$ cat src/rtl/fb_fetch_scheduler.sv
`timescale 1ns/1ps
`default_nettype none
// ============================================================================
// Module   : fb_fetch_scheduler
// Purpose  : Frame-buffer arbiter. Display prefetch has priority; draw writes
//            use every spare cycle.
// Revision : 1.0 - initial release
// ============================================================================
module fb_fetch_scheduler #(
    parameter int DATA_W      = 12,
    parameter int ADDR_W      = 19,
    parameter int FRAME_WORDS = 307200,
    parameter int FIFO_DEPTH  = 16
) (
    input  logic              clk,
    input  logic              rst_,
    input  logic              en_fetching,
    input  logic              active_video,
    output logic [DATA_W-1:0] current_pixel,
    input  logic              draw_req,
    input  logic [ADDR_W-1:0] draw_addr,
    input  logic [DATA_W-1:0] draw_data,
    output logic              draw_gnt,
    output logic [ADDR_W-1:0] mem_addr,
    output logic              mem_rd_en,
    output logic              mem_wr_en,
    output logic [DATA_W-1:0] mem_wdata,
    input  logic [DATA_W-1:0] mem_rdata,
    output logic              underflow
);

    localparam int                c_PTR_W     = $clog2(FIFO_DEPTH);
    localparam int                c_CNT_W     = c_PTR_W + 1;
    localparam logic [ADDR_W-1:0] c_LAST_ADDR = ADDR_W'(FRAME_WORDS - 1);
    localparam logic [c_CNT_W:0]  c_DEPTH     = (c_CNT_W + 1)'(FIFO_DEPTH);

    typedef enum logic [1:0] {
        ST_IDLE  = 2'd0,
        ST_FETCH = 2'd1,
        ST_DONE  = 2'd2
    } state_t;

    state_t              r_state;
    state_t              w_state_nxt;
    logic [DATA_W-1:0]   r_fifo [FIFO_DEPTH];
    logic [c_PTR_W-1:0]  r_wr_ptr;
    logic [c_PTR_W-1:0]  r_rd_ptr;
    logic [c_CNT_W-1:0]  r_count;
    logic                r_pending;
    logic [ADDR_W-1:0]   r_rd_addr;
    logic                r_underflow;

    logic                w_empty;
    logic                w_pop;
    logic                w_push;
    logic                w_rd;
    logic                w_wr;
    logic [c_CNT_W:0]    w_level;

    // The first read must go out in the first en_fetching cycle, so the
    // fetch decision looks at en_fetching directly rather than waiting for
    // the state register to leave IDLE.
    assign w_empty = (r_count == '0);
    assign w_pop   = active_video && !w_empty;
    assign w_push  = r_pending && en_fetching;
    assign w_level = {1'b0, r_count} + (c_CNT_W + 1)'(r_pending) - (c_CNT_W + 1)'(w_pop);
    assign w_rd    = rst_ && en_fetching && (r_state != ST_DONE) && (w_level < c_DEPTH);
    assign w_wr    = rst_ && draw_req && !w_rd;

    always_comb begin
        w_state_nxt   = r_state;
        mem_rd_en     = w_rd;
        mem_wr_en     = w_wr;
        draw_gnt      = w_wr;
        mem_addr      = '0;
        mem_wdata     = '0;
        current_pixel = '0;
        if (!en_fetching) begin
            w_state_nxt = ST_IDLE;
        end else if (r_state != ST_DONE) begin
            w_state_nxt = (w_rd && (r_rd_addr == c_LAST_ADDR)) ? ST_DONE : ST_FETCH;
        end
        if (w_rd) begin
            mem_addr = r_rd_addr;
        end else if (w_wr) begin
            mem_addr  = draw_addr;
            mem_wdata = draw_data;
        end
        if (!w_empty) begin
            current_pixel = r_fifo[r_rd_ptr];
        end
    end

    assign underflow = r_underflow;

    always_ff @(posedge clk or negedge rst_) begin
        if (!rst_) begin
            r_state     <= ST_IDLE;
            r_wr_ptr    <= '0;
            r_rd_ptr    <= '0;
            r_count     <= '0;
            r_pending   <= 1'b0;
            r_rd_addr   <= '0;
            r_underflow <= 1'b0;
        end else begin
            r_state <= w_state_nxt;
            if (!en_fetching) begin
                // Frame abort: any read still in flight is dropped here.
                r_wr_ptr  <= '0;
                r_rd_ptr  <= '0;
                r_count   <= '0;
                r_pending <= 1'b0;
                r_rd_addr <= '0;
            end else begin
                r_pending <= w_rd;
                if (w_rd && (r_rd_addr != c_LAST_ADDR)) begin
                    r_rd_addr <= r_rd_addr + ADDR_W'(1);
                end
                if (w_push) begin
                    r_wr_ptr <= r_wr_ptr + c_PTR_W'(1);
                end
                if (w_pop) begin
                    r_rd_ptr <= r_rd_ptr + c_PTR_W'(1);
                end
                if (w_push && !w_pop) begin
                    r_count <= r_count + c_CNT_W'(1);
                end else if (!w_push && w_pop) begin
                    r_count <= r_count - c_CNT_W'(1);
                end
            end
            if (active_video && w_empty) begin
                r_underflow <= 1'b1;
            end
        end
    end

    always_ff @(posedge clk) begin
        if (w_push) begin
            r_fifo[r_wr_ptr] <= mem_rdata;
        end
    end

endmodule
`default_nettype wire

$ cat config.mk
export PLATFORM = sky130hd
export DESIGN_NAME = fb_fetch_scheduler
export DESIGN_NICKNAME = d
export VERILOG_FILES = /design/src/rtl/fb_fetch_scheduler.sv
export SDC_FILE = /design/constraint.sdc
export NUM_CORES = 1
export LEC_CHECK = 0
export BUFFER_PORTS_ARGS = -buffer_cell sky130_fd_sc_hd__buf_2
export CAP_MARGIN = 20
export CORE_MARGIN = 5
export CORE_UTILIZATION = 40
export DETAILED_ROUTE_END_ITERATION = 16
export SYNTH_ARGS = -nofsm -noshare
export SYNTH_HDL_FRONTEND = slang
export SYNTH_SLANG_ARGS = --single-unit
$ cat constraint.sdc
create_clock -name clk -period 4.3 [get_ports clk]
set_input_delay 0 -clock clk [delete_from_list [all_inputs] [get_ports clk]]
set_output_delay 0 -clock clk [all_outputs]
set_load 0.01 [all_outputs]
; ---- Word-level counts from Yosys, hierarchy flattened
; Memory sizes are Yosys's and may differ from the RTL's.
; Index checks and enable logic that the tools add are counted.
; W data, S select, Z words.
[word_totals]
ff_bits = 36
mem_bits_rw = 192
inputBits = 48
out_inout_bits = 47
word_cells = 61
n_memories = 1
[op_classes]
n_addsub = 7
order_cmp = 1
n_eq_ne = 8
muxes = 20
reduce_logical = 17
[mem_list]
columns = memory, words, word_bits, read_ports, rd_clocked_by_memory_dff, wr, line_no
row1 = r_fifo, 16, 12, 1, 0, 1, 45  ; logic [DATA_W-1:0] r_fifo [FIFO_DEPTH];
[op_table]
columns = op, count
row1 = $mux W19, 4
row2 = $mux W12, 3
row3 = $add A19 B1 Y19 const B, 1
row4 = $eq A19 B19 Y1 const B, 1
row5 = $ne A19 B19 Y1 const B, 1
row6 = $mux W4, 4
row7 = $mux W5, 3
row8 = $logic_and A1 B1 Y1, 12
row9 = $add A4 B1 Y4 const B, 2
row10 = $ne A2 B1 Y1 const B, 4
row11 = $add A5 B1 Y6, 1
row12 = $lt A6 B5 Y1 const B, 1
row13 = $mux W2, 3
row14 = $sub A6 B1 Y6, 1
row15 = $add A5 B1 Y5 const B, 1
row16 = $logic_not A5 Y1, 1
row17 = $sub A5 B1 Y5 const B, 1
row18 = $logic_not A1 Y1, 4
row19 = $mux W1, 3
row20 = $ne A3 B1 Y1 const B, 1
row21 = $ne A2 B2 Y1 const B, 1

; ---- Logic depth before layout (Yosys ltp)
[logic_depth]
word_depth = 10
mapped_depth = 15
depth_no_buf = 14

; ---- Worst setup path after synthesis
; No wires, ideal clock.
[synth_timing]
path_type = register to register
startpoint = register r_count[2]
endpoint = register r_rd_addr[10]
setup_ns = 0.078
t_arrival_ns = 3.047
required_ns = 4.222
slack_ns = 1.175
stages_incl_launch_ff = 13
path_buffers = 1
synth_period_minus_slack_ns = 3.125
cell_sequence = dfrtp_1 -> inv_1 -> ha_1 -> nor4b_1 -> or2b_2 -> inv_2 -> ha_1 -> nand4b_1 -> a21o_1 -> a221o_2 -> buf_6 -> or4_1 -> a21oi_1
[synth_between]
elab_chain_len = 8
elab_cells_between_ends = 9
cone_classes = add/sub (2) / order compare (1) / eq/ne (1) / reduce/logical (5)
[synth_lines]
columns = item, line_no
row1 = "start, declared", 48  ; logic [c_CNT_W-1:0] r_count;
row2 = "start signal, assigned", 126  ; r_count <= r_count + c_CNT_W'(1);
row3 = "start signal, assigned", 128  ; r_count <= r_count - c_CNT_W'(1);
row4 = "parallel branches: the longest is 3 deep, another holds $add A5 B1 Y6", --
row5 = $sub A6 B1 Y6 *, 66  ; assign w_level = {1'b0, r_count} + (c_CNT_W + 1)'(r_pending) - (c_CNT_W + 1)'(w_pop);
row6 = $lt A6 B5 Y1 *, 67  ; assign w_rd = rst_ && en_fetching && (r_state != ST_DONE) && (w_level < c_DEPTH);
row7 = $logic_and A1 B1 Y1 *, 67
row8 = $logic_and A1 B1 Y1 *, 116  ; if (w_rd && (r_rd_addr != c_LAST_ADDR)) begin
row9 = $ne A2 B1 Y1 (no source line) *, --
row10 = "end signal, assigned", 117  ; r_rd_addr <= r_rd_addr + ADDR_W'(1);
row11 = "end, declared", 50  ; logic [ADDR_W-1:0] r_rd_addr;
; Mark *: on every way between the ends.
; A chain may end at the register's enable or synchronous reset.

; ---- Worst setup path in the final report
[layout_timing]
startpoint = register r_count[2]
endpoint = output port mem_addr[4]
[layout_between]
elab_chain_len = 10
elab_cells_between_ends = 11
cone_classes = add/sub (2) / order compare (1) / mux (2) / reduce/logical (6)
[layout_lines]
columns = item, line_no
row1 = "parallel branches: the longest is 3 deep, another holds $add A5 B1 Y6", --
row2 = $sub A6 B1 Y6 *, 66
row3 = $lt A6 B5 Y1 *, 67
row4 = $logic_and A1 B1 Y1 *, 67
row5 = $logic_not A1 Y1, 68  ; assign w_wr = rst_ && draw_req && !w_rd;
row6 = $logic_and A1 B1 Y1, 68
row7 = $mux W19, 85  ; end else if (w_wr) begin
row8 = $mux W19 *, 83  ; if (w_rd) begin
row9 = "end, declared", 24  ; output logic [ADDR_W-1:0] mem_addr,
; Marks and branches as above.

==> out/qor.txt <==
Reg2Reg Depth - 13
clock power share - 0.330
reg2reg end - r_rd_addr[4]
CP peak stage delay - 0.39 ns
worst r2r src - r_count[2]
Clk pin slew, worst setup/hold paths - 0.06 ns
Row Count - 58
die area - 28400 µm²
commonest non-fill, non-tap cell in the layout - edfxtp_1
WS Path Type - reg -> out
iteration-0 DRC count of the detailed router - 430
most frequent cells in the layout - edfxtp_1 (192), buf_2 (94), mux4_2 (60)
Root Driver - clkbuf_16
main flop type after synthesis - edfxtp_1
instance count on the critical path - 15
Yosys reg bits - 228
Net Sw Power - 1640 µW
Global Route Usage Sum - 0.153
Setup Buffers After CTS - 0
DP HPWL - 13100 µm
TNS Setup - 0 ns
mean number of vias per cell - 5.42
Reg2Reg Setup Slack - 0.91 ns
worst skew pair latency - 0.53 ns
# clock sinks - 228
CP endpoint kind - output port
io pins - 95
first-pass GRT wire length - 34400 µm
final hold vios - 0
ys async rst share - 0.158
minimum clock period - 3.87 ns
relative slew slack - 0.331
leakage power - 0.00409 µW
Worst Slack Setup Final - 0.432 ns
max cap viols - 0
switching power share of the total - 0.282
layout cells sized above 1 - 0.283
Die Y - 169 µm
global placement routability congestion - 0.859
core area - 25000 µm²
Synth Warn # - 0
Top delay family on crit path - simple AND/OR/NAND/NOR gates
share of the yosys chip area belonging to registers - 0.663
Mapped Area - 10100 µm²
Worst-Margin Slew - 1.00 ns
vias after detailed routing - 5863
Power Total - 5810 µW
H-tree Lvls - 1
status - finished clean
top cell type's share of synthesized area - 0.574
Gate power share - 0.224
vias in the first global route - 6083
Wirelength per Cell - 19.9 µm
leading post-synthesis cells by cell area - edfxtp_1 (57%), mux4_2 (13%), dfrtp_1 (9.0%)
Yosys top cell by area - edfxtp_1
Ant. Diodes - 0
largest net degree at the start of global routing - 34
initial antenna violation count - 0
VDD IR-drop max - 0.267 mV
CTS Hold Buffers Added - 16
Power Dens Cells - 494 nW/µm²
# setup viols final - 0
Cell Chain, Critical Path - inv_1 > ha_1 > nor4b_2 > or2b_2 > inv_2 > ha_1 > inv_1 > ha_1 > nand4b_1 > a21oi_1 > o22ai_2 > nand2_1 > inv_1 > o21ai_0 > buf_2
FMAX - 0.259 GHz
Mapped Nets - 689
layout net count - 800
crit path from - r_count[2]
Setup crit end - mem_addr[4]
Flop pwr share - 0.446
total gr overflow - 0
Critical Path RT - 4.30 ns
CP startpoint kind - flop
Int Power - 4170 µW
Longest Clk Path Bufs - 3
die width - 169 µm
Max stage delay cell, worst path - dfrtp_1
Clock Skew - 0.0188 ns
unrepaired setup endpoints after global routing - no
Netlist cell types - 60
post-CTS sizing - 0
CP arrival - 3.87 ns
CTS tree - yes
I/O Buffers - 94
Post-Syn Instances - 625
Crit Path Max Fanout - 20
antenna-violating nets left - 0
Place WS - 0.912 ns
Worst Hold Class - in -> async
CTS Buf Count - 24
residual DRC count - 0
Area growth, synth to finish - 17.1%
Synth Area per Inst - 16.1 µm²
CP bufs+invs - 5
WL final - 21500 µm
Slew Limit Fails - 0
EDFF count, synth - 192
DR pass1 iterations - 5
Starting Density - 0.403
Final period util - 0.900
==> how the worst min path moves through the flow <==
stage	from	to	cells past startpoint
detailed placement	rst_	r_state[1]	1
floorplan	rst_	r_count[0]	0
finish	rst_	r_rd_addr[3]	3
CTS	rst_	r_count[0]	3
global route	rst_	r_count[1]	3
global placement	rst_	r_state[0]	1
==> worst min-delay path, delay by kind of cell <==
family | cells | cell delay, ns
buffers and inverters | 3 | 1.11
==> metal layers <==
metal / up-vias / GRT usage / wire, µm
met3: 31 / 0.0215 / 1310
met2: 211 / 0.255 / 10500
li1: 2677 / - / -
met1: 2944 / 0.213 / 9290
met4: 0 / 0.0420 / 430
met5: - / 0 / 0
==> cell usage after synthesis (11+ instances only) <==
cell type / number
mux4_2: 60
dfrtp_1: 36
nor2b_1: 11
or4_1: 12
inv_1: 24
nand3_1: 27
nand2_1: 47
and2_1: 18
and3_1: 16
edfxtp_1: 192
ha_1: 15
a21oi_1: 14
nor2_1: 13
clkbuf_1: 20
o21ai_0: 22
==> area by class of cell <==
cell class	instances	area, µm²
Clock inverter	13	119
Clock buffer	29	619
Timing Repair Buffer	120	722
Inverter	25	93.8
Tap cell	330	413
Multi-Input combinational cell	337	3130
Sequential cell	228	6670
Fill cell	2174	13200
==> logic make-up (layout without fill, tap and decap cells) <==
logic type,count (synthesis),after routing,synth area share
fa+ha+maj,16,16,0.0207
flops,228,228,0.663
compound gates,66,66,0.0433
simple gates,182,182,0.100
buf+inv,60,187,0.0266
mux,63,63,0.137
xor+xnor,10,10,0.00871
==> power groups by stage <==
stage	registers, µW	logic [µW]	clock network [µW]
floorplan	2540	995	0
global placement	2630	1270	0
detailed placement	2640	1300	0
CTS	2590	1320	1970
global route	2610	1440	2060
finish	2590	1300	1910
==> metrics by stage <==
stage	cell area [µm²]	util	hold slack, ns	cells
after CTS	11800	0.471	0.189	1081
after detailed placement	10900	0.435	-0.121	1023
after global placement	10900	0.435	-0.118	1023
after global routing	11800	0.471	0.216	1082
after floorplan	10100	-	-0.296	625
final	11800	0.471	0.182	1082
==> state kept, by name, summed over array words and instances, names as in the netlist <==
signal     cells
r_count        5
r_fifo       192
r_pending      1
r_rd_addr     19
r_rd_ptr       4
r_state        2
r_wr_ptr       4
underflow      1
Note: power is estimated with default switching activity, not from simulation.
